===== src/rtl/muldiv_pkg.sv =====
// Shared encodings for the iterative multiply/divide unit: operation codes and FSM states.
package muldiv_pkg;

  typedef enum logic [1:0] {
    OP_MULTU = 2'b00,
    OP_DIVU  = 2'b01,
    OP_MULT  = 2'b10,
    OP_DIV   = 2'b11
  } op_e;

  typedef enum logic [1:0] {
    S_IDLE   = 2'b00,
    S_RUN    = 2'b01,
    S_FINISH = 2'b10
  } state_e;

endpackage


===== src/rtl/muldiv_step.sv =====
// One radix-2 iteration: add-shift for multiply, restoring compare-subtract-shift for divide.
module muldiv_step
  import muldiv_pkg::*;
#(
  parameter int WIDTH = 32
) (
  input  logic             is_div_i,
  input  logic [WIDTH-1:0] hi_i,
  input  logic [WIDTH-1:0] lo_i,
  input  logic [WIDTH-1:0] b_i,
  output logic [WIDTH-1:0] hi_o,
  output logic [WIDTH-1:0] lo_o
);

  logic [WIDTH:0] sum;
  logic [WIDTH:0] trial;
  logic [WIDTH:0] diff;

  always_comb begin
    sum   = {1'b0, hi_i} + (lo_i[0] ? {1'b0, b_i} : {(WIDTH+1){1'b0}});
    trial = {hi_i, lo_i[WIDTH-1]};
    // trial < 2*divisor, so the sign bit of the W+1-bit difference is the restore decision
    diff  = trial - {1'b0, b_i};
    if (is_div_i) begin
      hi_o = diff[WIDTH] ? trial[WIDTH-1:0] : diff[WIDTH-1:0];
      lo_o = {lo_i[WIDTH-2:0], ~diff[WIDTH]};
    end else begin
      hi_o = sum[WIDTH:1];
      lo_o = {sum[0], lo_i[WIDTH-1:1]};
    end
  end

endmodule


===== src/rtl/mul_div_unit.sv =====
// Iterative multi-cycle MUL/DIV producing HI/LO. Signed ops enabled by `define MULDIV_SIGNED_EN.
// Handshake: Start is taken whenever the unit is not in RUN (IDLE, or the FINISH/Done cycle);
// Busy stays high through RUN and FINISH, Done pulses for the single FINISH cycle with HI/LO valid.
module mul_div_unit
  import muldiv_pkg::*;
#(
  parameter int WIDTH = 32,
  parameter int CNT_W = $clog2(WIDTH)
) (
  input  logic             Clk,
  input  logic             Reset,
  input  logic             Start,
  input  logic [1:0]       Op,
  input  logic [WIDTH-1:0] Src_A,
  input  logic [WIDTH-1:0] Src_B,
  output logic             Busy,
  output logic             Done,
  output logic             Div_By_Zero,
  output logic [WIDTH-1:0] HI,
  output logic [WIDTH-1:0] LO
);

  state_e           state_q, state_d;
  logic [CNT_W-1:0] cnt_q, cnt_d;
  logic             is_div_q;
  logic [WIDTH-1:0] acc_hi_q, acc_lo_q, opb_q;
  logic [WIDTH-1:0] hi_q, lo_q;
  logic             dbz_q;
  logic [WIDTH-1:0] step_hi, step_lo, fix_hi, fix_lo;
  logic [WIDTH-1:0] a_mag, b_mag;
  logic             accept, op_div, div_zero;

  assign op_div   = (Op == OP_DIVU) || (Op == OP_DIV);
  assign div_zero = op_div && (Src_B == '0);
  assign accept   = Start && (state_q != S_RUN);

`ifdef MULDIV_SIGNED_EN
  logic signed_op, a_neg, b_neg, neg_q, rneg_q;
  assign signed_op = (Op == OP_MULT) || (Op == OP_DIV);
  assign a_neg     = signed_op & Src_A[WIDTH-1];
  assign b_neg     = signed_op & Src_B[WIDTH-1];
  assign a_mag     = a_neg ? -Src_A : Src_A;
  assign b_mag     = b_neg ? -Src_B : Src_B;
`else
  assign a_mag = Src_A;
  assign b_mag = Src_B;
`endif

  muldiv_step #(.WIDTH(WIDTH)) u_step (
    .is_div_i (is_div_q),
    .hi_i     (acc_hi_q),
    .lo_i     (acc_lo_q),
    .b_i      (opb_q),
    .hi_o     (step_hi),
    .lo_o     (step_lo)
  );

  // Final result with sign fix-up, registered on the same edge that enters FINISH
  always_comb begin
    fix_hi = step_hi;
    fix_lo = step_lo;
`ifdef MULDIV_SIGNED_EN
    if (is_div_q) begin
      if (neg_q)  fix_lo = -step_lo;
      if (rneg_q) fix_hi = -step_hi;
    end else if (neg_q) begin
      {fix_hi, fix_lo} = -{step_hi, step_lo};
    end
`endif
  end

  always_comb begin
    state_d = state_q;
    cnt_d   = cnt_q;
    case (state_q)
      S_RUN: begin
        cnt_d = cnt_q - CNT_W'(1);
        if (cnt_q == '0) begin
          state_d = S_FINISH;
          cnt_d   = '0;
        end
      end
      S_IDLE, S_FINISH: begin
        state_d = S_IDLE;
        if (accept) begin
          state_d = div_zero ? S_FINISH : S_RUN;
          cnt_d   = CNT_W'(WIDTH-1);
        end
      end
      default: state_d = S_IDLE;
    endcase
  end

  always_ff @(posedge Clk or posedge Reset) begin
    if (Reset) begin
      state_q <= S_IDLE;
      cnt_q   <= '0;
    end else begin
      state_q <= state_d;
      cnt_q   <= cnt_d;
    end
  end

  always_ff @(posedge Clk or posedge Reset) begin
    if (Reset) begin
      is_div_q <= 1'b0;
      acc_hi_q <= '0;
      acc_lo_q <= '0;
      opb_q    <= '0;
      hi_q     <= '0;
      lo_q     <= '0;
      dbz_q    <= 1'b0;
`ifdef MULDIV_SIGNED_EN
      neg_q    <= 1'b0;
      rneg_q   <= 1'b0;
`endif
    end else if (accept) begin
      is_div_q <= op_div;
      acc_hi_q <= '0;
      acc_lo_q <= op_div ? a_mag : b_mag;
      opb_q    <= op_div ? b_mag : a_mag;
`ifdef MULDIV_SIGNED_EN
      neg_q    <= a_neg ^ b_neg;
      rneg_q   <= a_neg;
`endif
      if (div_zero) begin
        hi_q  <= Src_A;
        lo_q  <= '1;
        dbz_q <= 1'b1;
      end
    end else if (state_q == S_RUN) begin
      acc_hi_q <= step_hi;
      acc_lo_q <= step_lo;
      if (cnt_q == '0) begin
        hi_q  <= fix_hi;
        lo_q  <= fix_lo;
        dbz_q <= 1'b0;
      end
    end
  end

  assign Busy        = (state_q != S_IDLE);
  assign Done        = (state_q == S_FINISH);
  assign Div_By_Zero = dbz_q;
  assign HI          = hi_q;
  assign LO          = lo_q;

endmodule

===== config.mk =====
export PLATFORM = sky130hd
export DESIGN_NAME = mul_div_unit
export DESIGN_NICKNAME = d
export VERILOG_FILES = /design/src/rtl/muldiv_pkg.sv /design/src/rtl/muldiv_step.sv /design/src/rtl/mul_div_unit.sv
export SDC_FILE = /design/constraint.sdc
export NUM_CORES = 1
export LEC_CHECK = 0
export ABC_AREA = 1
export BUFFER_PORTS_ARGS = -buffer_cell sky130_fd_sc_hd__buf_2
export CAP_MARGIN = 20
export CORE_AREA = 2 2 153 155
export DETAILED_ROUTE_END_ITERATION = 10
export DIE_AREA = 0 0 155 157
export PLACE_DENSITY = 0.84
export REMOVE_ABC_BUFFERS = 1
export SYNTH_ARGS = -nofsm -noshare
export SYNTH_HDL_FRONTEND = slang
export SYNTH_SLANG_ARGS = --single-unit

===== constraint.sdc =====
create_clock -name Clk -period 7.35 [get_ports Clk]
set_input_delay 1.47 -clock Clk [delete_from_list [all_inputs] [get_ports Clk]]
set_output_delay 1.47 -clock Clk [all_outputs]
set_load 0.01 [all_outputs]

; ---- Word level (Yosys, flattened, before mapping)
; Cells that the tools add are included.
[word_totals]
elab_cells = 63
reg_bits = 169
[op_classes]
reduce_logical = 13
bitwise = 1
addsub = 3
n_eq_ne = 8
muxes = 29
[op_table]
columns = operator, n
row1 = $mux W32, 18
row2 = $add A32 B33 Y33, 1
row3 = $sub A33 B32 Y33, 1
row4 = $logic_not A32 Y1, 1
row5 = $mux W5, 2
row6 = $pmux W5 S2, 1
row7 = $reduce_bool A2 Y1, 4
row8 = $mux W2, 3
row9 = $logic_not A5 Y1, 1
row10 = $sub A5 B1 Y5 const B, 1
row11 = $eq A2 B1 Y1 const B, 2
row12 = $eq A2 B2 Y1 const B, 2
row13 = $mux W1, 4
row14 = $ne A2 B1 Y1 const B, 2
row15 = $ne A2 B2 Y1 const B, 2
row16 = $pmux W2 S2, 1
row17 = $reduce_and A3 Y1, 1
row18 = $logic_and A1 B1 Y1, 2
row19 = $logic_not A2 Y1, 1
row20 = $reduce_and A2 Y1, 1
row21 = $reduce_or A2 Y1, 1
row22 = $logic_or A1 B1 Y1, 1
row23 = $not A1 Y1, 1

; ---- Logic depth before layout (Yosys ltp)
[logic_depth]
word_depth = 6
mapped_depth = 21

; ---- Hierarchy
; From an unflattened synthesis, not the netlist that was laid out.
[hier_totals]
cells_unflattened = 2284
area_unflattened_um2 = 14292.5
[modules_own_cells]
columns = module, area_per_inst_um2, n_inst, cells_each
row1 = mul_div_unit, 7931.4, 1, 985
row2 = muldiv_step, 6361.1, 1, 1299

; ---- Worst setup path before layout
; No wires, ideal clock.
[synth_timing]
path_kind = input -> register
from = input port Start
to = register dbz_q, in the netlist Div_By_Zero
required_ps = 7224
cell_stages = 10
t_arrival_ps = 2725
n_path_buf = 3
slack_ps = 4499
cell_sequence = buf_2 > inv_1 > nor2_1 > nand4_1 > nand2_2 > inv_2 > buf_2 > buf_2 > nand2_1 > nand2_1
[synth_via]
elab_chain_cells = 3
[synth_rtl]
columns = element, line
row1 = "start, declared", mul_div_unit.sv:12  ; input logic Start,
row2 = $logic_and A1 B1 Y1 *, mul_div_unit.sv:35  ; assign accept = Start && (state_q != S_RUN);
row3 = $ne A2 B1 Y1 (no source line) / $reduce_bool A2 Y1 (equally long branches), -
row4 = $reduce_and A3 Y1 (no source line), -
row5 = "end signal, assigned", mul_div_unit.sv:112  ; dbz_q <= 1'b0;
row6 = "end signal, assigned", mul_div_unit.sv:129  ; dbz_q <= 1'b1;
row7 = "end signal, assigned", mul_div_unit.sv:137  ; dbz_q <= 1'b0;
row8 = "end, declared", mul_div_unit.sv:28  ; logic dbz_q;
; Every way passes the cells marked *; elsewhere a longest branch is shown, timed or not.
; A chain may end at the register's enable or synchronous reset.

; ---- Worst setup path after layout
[layout_timing]
from = input port Start
to = register acc_lo_q[31]
[layout_via]
elab_chain_cells = 2
[layout_rtl]
columns = element, line
row1 = $logic_and A1 B1 Y1 *, mul_div_unit.sv:35
row2 = $mux W32 / $reduce_bool A2 Y1 (equally long branches), -
row3 = "end signal, assigned", mul_div_unit.sv:120  ; acc_lo_q <= op_div ? a_mag : b_mag;
row4 = "end signal, assigned", mul_div_unit.sv:133  ; acc_lo_q <= step_lo;
row5 = "end, declared", mul_div_unit.sv:26  ; logic [WIDTH-1:0] acc_hi_q, acc_lo_q, opb_q;
; Marks and branches as above.

==> flow_summary.ini <==
[timing]
hold_violations = 0
rsz0062_at_grt = no
tns_ns = 0
fin_skew_ns = 0.01706
worst_slew_pin_slew_ns = 1.136
fin_crit_ns = 4.113
fmax_mhz = 243.1
finalCritPeriodShare = 0.5596
slew_headroom = 0.2419
setup_viol = 0
drv_slew = 0

[pwr]
power.internal_mw = 3.657
irDropWorstVdd_mv = 0.2879
combPwrFrac = 0.675
switchingPower_mw = 4.638
p_seq_frac = 0.214
powerDensity_mw_per_mm2 = 559.9
swShare = 0.5591
leakagePower_nw = 8.511
pwr-share-clk = 0.112

[worst_setup_path]
slowest_stage = inv_1
rr_startpoint = state_q[0]$_DFFE_PP0P_
cp_max_fo = 76
worst_path_largest_cell_delay_ns = 0.72
cp_cell_sequence = buf_2 -> inv_1 -> nor2_4 -> buf_4 -> nor2_2 -> inv_1 -> nor2_1 -> a21oi_1 -> nand3_1 -> o21ai_0
worstPathArrival_ns = 4.45
regToRegSetupSlack_ns = 3.39
path_common_cell = inv_1
reg2regPathDepth = 13
timing.rr.end = HI[29]$_DFFE_PP0P_
cp-start-kind = input port
worstPathRequired_ns = 7.69
path_class = in -> reg
endpoint_kind = register

[clock_tree]
cts.sinks = 169
cts_tree = built
numCtsBuffers = 17
clkLatencyLatePin_ns = 0.45
cts-resized-gates = 0
ctsHoldBuffers = 0
htreeDepth = 4
cts_setup_buffers = 0
path_clk_slew_ns = 0.08
root_buffer = clkbuf_16
max-clock-path-buffers = 2

[global_route]
overflow = 0
grt.total_usage = 0.3680
antenna_found_initial = 0
grt_max_degree = 101
grt_pass1_vias = 13140
grt_pass1_wl_mm = 69.22

[floorplan]
io_pins = 136
core_area_sq_mm = 0.02250
die_y_um = 157
fp.dieArea_sq_mm = 0.02434
initial_core_util = 0.5984
die_w_um = 155
rows = 55

[drt]
dr_wl_met3_mm = 3.270
maxUsedRoutingLayer = met4
vias_per_cell = 5.603
wl_met2_mm = 20.91
antenna_left = 0
dr.pass1.iters = 6
drt_first_iter_violations = 1496
wire_per_inst_um = 17.54
drt-total-wl_mm = 44.54
drt-met1-wl_mm = 18.33
num_vias = 14230
drc = 0

[synth]
syn_avg_cell_area_sq_um = 6.251
syn_inst = 2154
synth_top_family_by_area = simple AND/OR/NAND/NOR gates
synthXorXnorAreaFrac = 0.01041
synth_compound_area_frac = 0.1481
synth_cell_types = 44
synthAdderAreaFrac = 0.06337
yosys.area_share.simple = 0.3354
ys_seq_elements = 169
syn_area_sq_mm = 0.01347
synthMuxAreaShare = 0
yosys_warnings = 0
synth_seq_area_share = 0.3141

[layout]
utilization = 0.6584
nets = 2377
drive_gt1_frac = 0.09494
seq_area_sq_mm = 0.004229
multi_input_area_sq_mm = 0.007525
fillers = 2069
areaGrowthSynthToFinish_pct = 10.03
antennaDiodeCount = 0

[placed_design]
hpwl_mm = 34.14
port_buffers = 134
gp_congestion = 0.9727

[status]
outcome = finished clean

[job]
maxCapViolCount = 0

[worst_hold_path]
min_to = LO[7]$_DFFE_PP0P_
hold_start = LO[7]$_DFFE_PP0P_
hp-class = reg -> reg
hold_depth = 2
-- routing by layer --
layer / up-vias / GRT usage
met5: - / 0
li1: 6983 / -
met2: 624 / 0.6142
met1: 6498 / 0.4659
met4: 0 / 0.1737
met3: 120 / 0.06525
-- power by group through the flow --
stage	Clock, mW	Sequential, mW	Combinational [mW]
final	0.926	1.77	5.60
after global routing	0.964	1.81	6.32
after CTS	0.923	1.76	5.54
after detailed placement	0	1.77	5.50
after global placement	0	1.76	5.36
after floorplan	0	1.78	3.84
-- critical path, delay by kind of cell --
family / cells / cell delay [ns]
AND/OR/NAND/NOR: 4 / 0.56
AO/OA/AOI/OAI: 2 / 0.32
buffers and inverters: 4 / 2.07
-- state kept, by name, summed over array words and instances (netlist names) --
| register | cells |
|---|---|
| acc_hi_q | 32 |
| HI | 32 |
| Div_By_Zero | 1 |
| opb_q | 32 |
| state_q | 2 |
| is_div_q | 1 |
| cnt_q | 5 |
| LO | 32 |
| acc_lo_q | 32 |
-- kinds of logic after synthesis --
| kind of cell | after synthesis |
|---|---|
| AO/OA/AOI/OAI | 358 |
| XOR/XNOR | 16 |
| adder cells (fa/ha/maj) | 67 |
| buffers and inverters | 439 |
| flip-flops | 169 |
| AND/OR/NAND/NOR | 1105 |
-- synthesized netlist by cell type (all sizes together) --
library cell / count / share of area
a21boi: 2 / 0.0011
o221ai: 1 / 0.00065
a22oi: 8 / 0.0045
a21o: 4 / 0.0022
nor2: 98 / 0.028
or2: 5 / 0.0023
nor3: 17 / 0.0067
and2: 3 / 0.0014
inv: 365 / 0.10
xnor2: 3 / 0.0020
o21a: 1 / 0.00056
nand4: 12 / 0.0056
o22ai: 31 / 0.014
a21oi: 99 / 0.037
nand2: 818 / 0.23
o21bai: 5 / 0.0028
nor4: 8 / 0.0042
o211ai: 41 / 0.023
clkbuf: 45 / 0.013
nand3: 137 / 0.051
fa: 2 / 0.0030
a31oi: 1 / 0.00046
o21ai: 164 / 0.061
nand3b: 6 / 0.0033
buf: 29 / 0.014
dfrtp: 169 / 0.31
and3: 1 / 0.00046
o31ai: 1 / 0.00056
ha: 65 / 0.060
xor2: 13 / 0.0085
-- area by class of cell --
cell class                 count  share of cell area
clock inverter                15             0.01174
clock buffer                  17             0.02871
sequential                   169              0.2854
timing repair buffer         142             0.04932
multi-input combinational   1546              0.5079
inverter                     365             0.09281
tap                          285             0.02407
-- metrics by stage --
stage / area [sq um] / setup WS [ns] / hold WS [ns] / instances / total power [mW]
6_report: 14820 / 3.237 / 0.4686 / 2539 / 8.296
3_5_place_dp: 14220 / 2.979 / 0.4540 / 2507 / 7.274
3_3_place_gp: 14220 / 3.061 / 0.4512 / 2507 / 7.125
5_1_grt: 14820 / 3.043 / 0.4908 / 2539 / 9.097
4_1_cts: 14820 / 3.387 / 0.4734 / 2539 / 8.227
2_1_floorplan: 13100 / 1.305 / 0.4596 / 2080 / 5.617
-- cell usage in the layout, fill, tap and decap left out, types with 4 or more instances in the layout --
master,n
nand3b_1,6
o21bai_1,5
o211ai_1,41
clkbuf_16,17
or2_2,4
a21o_1,4
nor2_4,4
xor2_1,13
inv_8,4
nor2_1,92
nand2_2,16
ha_1,65
nand3_1,137
nor4_1,7
a21oi_1,98
o22ai_1,31
a22oi_1,8
nand4_1,12
clkinv_8,4
buf_4,8
dfrtp_1,169
nor3_1,16
inv_2,8
buf_2,134
inv_1,356
o21ai_0,154
o21ai_1,10
nand2_1,800
-- worst max path at each step --
stage / from / endpoint / slack (ns)
floorplan: Reset / Div_By_Zero$_DFFE_PP0P_ / 1.30
global route: Start / acc_lo_q[31]$_DFFE_PP0P_ / 3.04
global placement: Start / acc_lo_q[31]$_DFFE_PP0P_ / 3.06
detailed placement: Start / acc_lo_q[31]$_DFFE_PP0P_ / 2.98
finish: Start / acc_lo_q[31]$_DFFE_PP0P_ / 3.24
CTS: Start / acc_lo_q[31]$_DFFE_PP0P_ / 3.39
Power figures use the tool's default switching activity.
